**src/rtl/mod_16_counter.sv**
```systemverilog
// Free-running modulo-N binary counter with a combinational terminal-count flag
// and a registered one-cycle wrap pulse. Counts up or down, selected by parameter.
module mod_16_counter #(
   parameter int WIDTH      = 4,
   parameter int MODULUS    = 16,
   parameter bit COUNT_DOWN = 1'b0
) (
   input  logic             CLK,
   input  logic             RESET,
   output logic [WIDTH-1:0] Q,
   output logic             TC,
   output logic             WRAP
);

   localparam logic [WIDTH-1:0] LAST = WIDTH'(MODULUS - 1);
   // Terminal value is the last count before the wrap: top of range going up, zero going down.
   localparam logic [WIDTH-1:0] TERM = COUNT_DOWN ? '0 : LAST;

   logic             at_term;
   logic [WIDTH-1:0] q_next;

   assign at_term = (Q == TERM);

   // Gating with RESET keeps TC low while reset holds Q at zero in down mode.
   assign TC = at_term && RESET;

   always_comb begin
      q_next = Q;
      if (COUNT_DOWN) begin
         q_next = at_term ? LAST : Q - 1'b1;
      end else begin
         q_next = at_term ? '0 : Q + 1'b1;
      end
   end

   // NOTE: sequential state uses non-blocking assignments so every register samples pre-edge values.
   always_ff @(posedge CLK or negedge RESET) begin
      if (!RESET) begin
         Q    <= '0;
         WRAP <= 1'b0;
      end else begin
         Q    <= q_next;
         WRAP <= at_term;
      end
   end

endmodule

```
**config.mk**
```make
export PLATFORM = sky130hd
export DESIGN_NAME = mod_16_counter
export DESIGN_NICKNAME = d
export VERILOG_FILES = /design/src/rtl/mod_16_counter.sv
export SDC_FILE = /design/constraint.sdc
export NUM_CORES = 1
export LEC_CHECK = 0
export ABC_AREA = 1
export CORE_AREA = 10 10 47 49
export DETAILED_ROUTE_END_ITERATION = 7
export DIE_AREA = 0 0 57 59
export SYNTH_ARGS = -nofsm -noshare
export SYNTH_HDL_FRONTEND = slang
export SYNTH_SLANG_ARGS = --single-unit
```
**constraint.sdc**
```tcl
create_clock -name CLK -period 2.3 [get_ports CLK]
set_input_delay 0.46 -clock CLK [delete_from_list [all_inputs] [get_ports CLK]]
set_output_delay 0.46 -clock CLK [all_outputs]
set_load 0.01 [all_outputs]
```
Yosys cells after proc, flatten, opt, wreduce, memory -nomap -nowiden:

Cells that the tools add are included.
W data, S select, Z words.

* add/subtract/negate cells: 1
* equal/unequal tests: 1
* muxes and demuxes: 1
* reduce and logical (&&, ||, !) cells: 1

Operators by type and width (count)
* $add A4 B1 Y4 const B: 1
* $eq A4 B4 Y1 const B: 1
* $mux W4: 1
* $logic_and A1 B1 Y1: 1

* register bits: 5
* input port bits: 2
* output and inout port bits: 6
* logic and storage cells: 6

Logic depth before layout (Yosys ltp):

Gate-level depths: netlist of run 1.

* depth after elaboration: 2
* gate-level depth with buffers: 4
* gate-level depth less buffers: 4

Worst setup path before layout of run 1:

OpenSTA, ideal clock, no wires.

* path type: register -> output
* from: reg Q[0]
* to: out TC
* data arrival time: 0.916 ns
* required time: 1.840 ns
* path slack: 0.924 ns
* cell stages (with the launch flop): 4
* path buffers: 0
* cell sequence: dfrtp_1 ha_1 nand3_2 nor2_1

* word-level cells in the longest chain between the ends: 2

RTL lines
* start: declaration: RTL line 10 `output logic [WIDTH-1:0] Q,`
* start signal: assignment: RTL line 42 `Q <= q_next;`
* $eq A4 B4 Y1: RTL line 22 `assign at_term = (Q == TERM);`
* $logic_and A1 B1 Y1: RTL line 25 `assign TC = at_term && RESET;`
* end: declaration: RTL line 11 `output logic TC,`

Every way passes these cells.

Final worst setup path of run 1:

Same ends and word-level chain as after synthesis.

==> impl_metrics.yaml, run 1 <==
placed_design:
  place_hpwl_um: 342
  port_buffers: 7
  pre_cts_ws_ps: 237
  gp_congestion: 0.583
yosys:
  synth_top_area_cell: "dfrtp_1"
  yosysTopAreaCellShare_pct: 60.6
  yosys_warnings: 0
  syn_nets: 23
  async_flop_share_pct: 100
  ys_types: 9
  synth-edff-count: 0
  synth_area_leaders: "dfrtp_1 61%, inv_1 9.1%, ha_1 6.1%, nand2_1 5.5%, nand3_1 4.8%"
  ys_top_cells_by_count: "5 x dfrtp_1, 5 x inv_1, 3 x nand2_1"
  synth_ff_type: "dfrtp_1"
  synth-seq-area-share_pct: 60.6
  ys_ff_latch: 5
  syn_area_sq_um: 206
  synth_area_per_cell_sq_um: 10.3
  postSynthCellCount: 20
critical_path:
  critPathTopFamily: "buffers and inverters"
  worst_setup_path_end_kind: "output pin"
  slowest_delay_ps: 540
  path_max_fanout: 5
  crit_chain: "ha_1 > nand3_2 > nor2_1 > clkdlybuf4s50_1"
  crit_required_ps: 1840
  crit_type: "reg2out"
  path_buf_inv: 1
  cp_data_arrival_time_ps: 1640
  cp.depth: 4
  startpoint_type: "flip-flop"
  crit_slowest_cell: "clkdlybuf4s50_1"
  rr_worst_depth: 2
sta:
  period_needed_ps: 2100
  maxSlewViolCount: 0
  max_slew_margin_pct: 86.9
  rsz0062_at_grt: "false"
  setup_viol: 0
  setup_tns_ps: 0
  min_period_over_period_pct: 91.2
  tightest_slew_ps: 196
  skew_ps: 1.00
  max_freq_mhz: 476
  timing.final.ws_setup_ps: 201
  finalHoldViolCount: 0
  whs_ps: 513
clock_tree:
  clockBufferDepth: 2
  root_buffer: "clkbuf_4"
  post-cts-setup-buffer-count: 0
  clock_latency_ps: 240
  post_cts_resize_count: 0
  path_clk_slew_ps: 40
  clock_sinks: 5
  cts_tree: "yes"
  holdBufCountCts: 0
  h-tree-depth: 1
  numCtsBuffers: 3
detailed_routing:
  routed_via_density: 3.46
  drtPass1Iterations: 2
  drt_iter0_markers: 2
  drc: 0
  dr_total_vias: 166
  wirelength_um: 445
  wl_per_cell_um: 9.27
  ant_nets: 0
floorplanning:
  start_util_pct: 14.7
  coreArea_sq_um: 1400
  die_y_um: 59
  boundaryPins: 8
  rows: 14
  design.die.area_sq_um: 3360
  die_w_um: 57
global_route:
  grt_max_degree: 7
  grt_pass1_wl_um: 772
  overflow: 0
  grt_util_all_layers_pct: 3.47
  antenna_found_initial: 0
  grt_pass1_vias: 176
power_and_ir_drop:
  power_frac_clock_pct: 52.4
  p_leak_uw: 0.000175
  power.switching_uw: 39.4
  comb_power_share_pct: 2.5
  switching_share_pct: 20.1
  p_per_area_nw_per_um2: 593
  seqPwrFrac_pct: 45.0
  p_int_uw: 157
  ir_worst_vdd_mv: 0.138
  power.total_uw: 196
final_layout:
  n_antenna_cell: 0
  utilization_pct: 23.6
  nets: 36
  area_growth_pct: 60.0
  drive_gt1_share_pct: 15.6
outcome:
  status: "complete, no violations"
flow_run:
  max_cap_viol_count: 0
min_path:
  hold_class: "in2async"
-- cells in the final DEF, fill, tap and decap left out, drive strengths merged --
master and instances:
buf 1, clkbuf 4, clkdlybuf4s50 7, dfrtp 5
ha 1, inv 5, nand2 3, nand3 3
nand4 1, nor2 1, xor2 1
-- per-layer routing --
metal  part of all wire (%)  vias up  global-route usage [%]
met5                      0        -                       0
met4                      0        0                    5.03
met3                     20        0                    4.51
met2                     38        7                    3.26
met1                     42       74                    2.75
li1                       -       85                       -
-- flip-flops by register name (all words and copies together) (netlist names) --
register	count
Q	4
WRAP	1
-- metrics by stage --
step / area (sq um) / std cells
floorplan: 206 / 20
finish: 330 / 48
global route: 330 / 48
global placement: 304 / 44
detailed placement: 304 / 44
CTS: 330 / 48
-- logic make-up (layout without fill, tap and decap cells) --
kind of cell	after synthesis	after routing	synth area share, %
adders and majority gates	1	1	6.06
DFF	5	5	60.6
and+or+nand+nor	8	8	20.0
buffers and inverters	5	17	9.09
xor gates and xnor gates	1	1	4.24
-- power by group through the flow --
stage | Sequential (uW) | Combinational [uW] | Clock [uW]
2_1_floorplan | 89.6 | 0.321 | 0
3_3_place_gp | 89.6 | 5.08 | 0
3_5_place_dp | 89.6 | 5.04 | 0
4_1_cts | 88.2 | 5.11 | 109
5_1_grt | 88.0 | 5.57 | 122
6_report | 88.3 | 4.98 | 103
-- path summary, 6_finish.rpt --
kind                        from    to  slack, ps
max reg2reg                 Q[0]  Q[2]       1310
min in group CLK            Q[1]  Q[1]        550
min reg2reg                 Q[1]  Q[1]        550
max                         Q[0]    TC        200
max in group asynchronous  RESET  Q[1]       1680
min                        RESET  Q[3]        510
-- layout make-up --
cell class                      count  area [sq um]
Clock buffer                        4          26.3
Fill cell                         161          1070
Inverter                            5          18.8
Multi-Input combinational cell     10          62.6
Sequential cell                     5           125
Tap cell                           16          20.0
Timing Repair Buffer                8          77.6
-- worst reg2reg max path: cells and delay by family, from the launching register on --
kind / cells / cell delay [ps]
DFF: 1 / 420
xor gates and xnor gates: 1 / 170
adders and majority gates: 1 / 270
(Power assumes the default switching activity.)
==> inputs of run 2 (changes only) <==
--- a/config.mk
+++ b/config.mk
@@ -9,6 +9,7 @@
 export CORE_AREA = 10 10 47 49
 export DETAILED_ROUTE_END_ITERATION = 7
 export DIE_AREA = 0 0 57 59
+export HOLD_SLACK_MARGIN = 0.03
 export SYNTH_ARGS = -nofsm -noshare
 export SYNTH_HDL_FRONTEND = slang
 export SYNTH_SLANG_ARGS = --single-unit
==> results of run 2 <==
No change in the layout: final DEF, timing and power equal those of run 1.
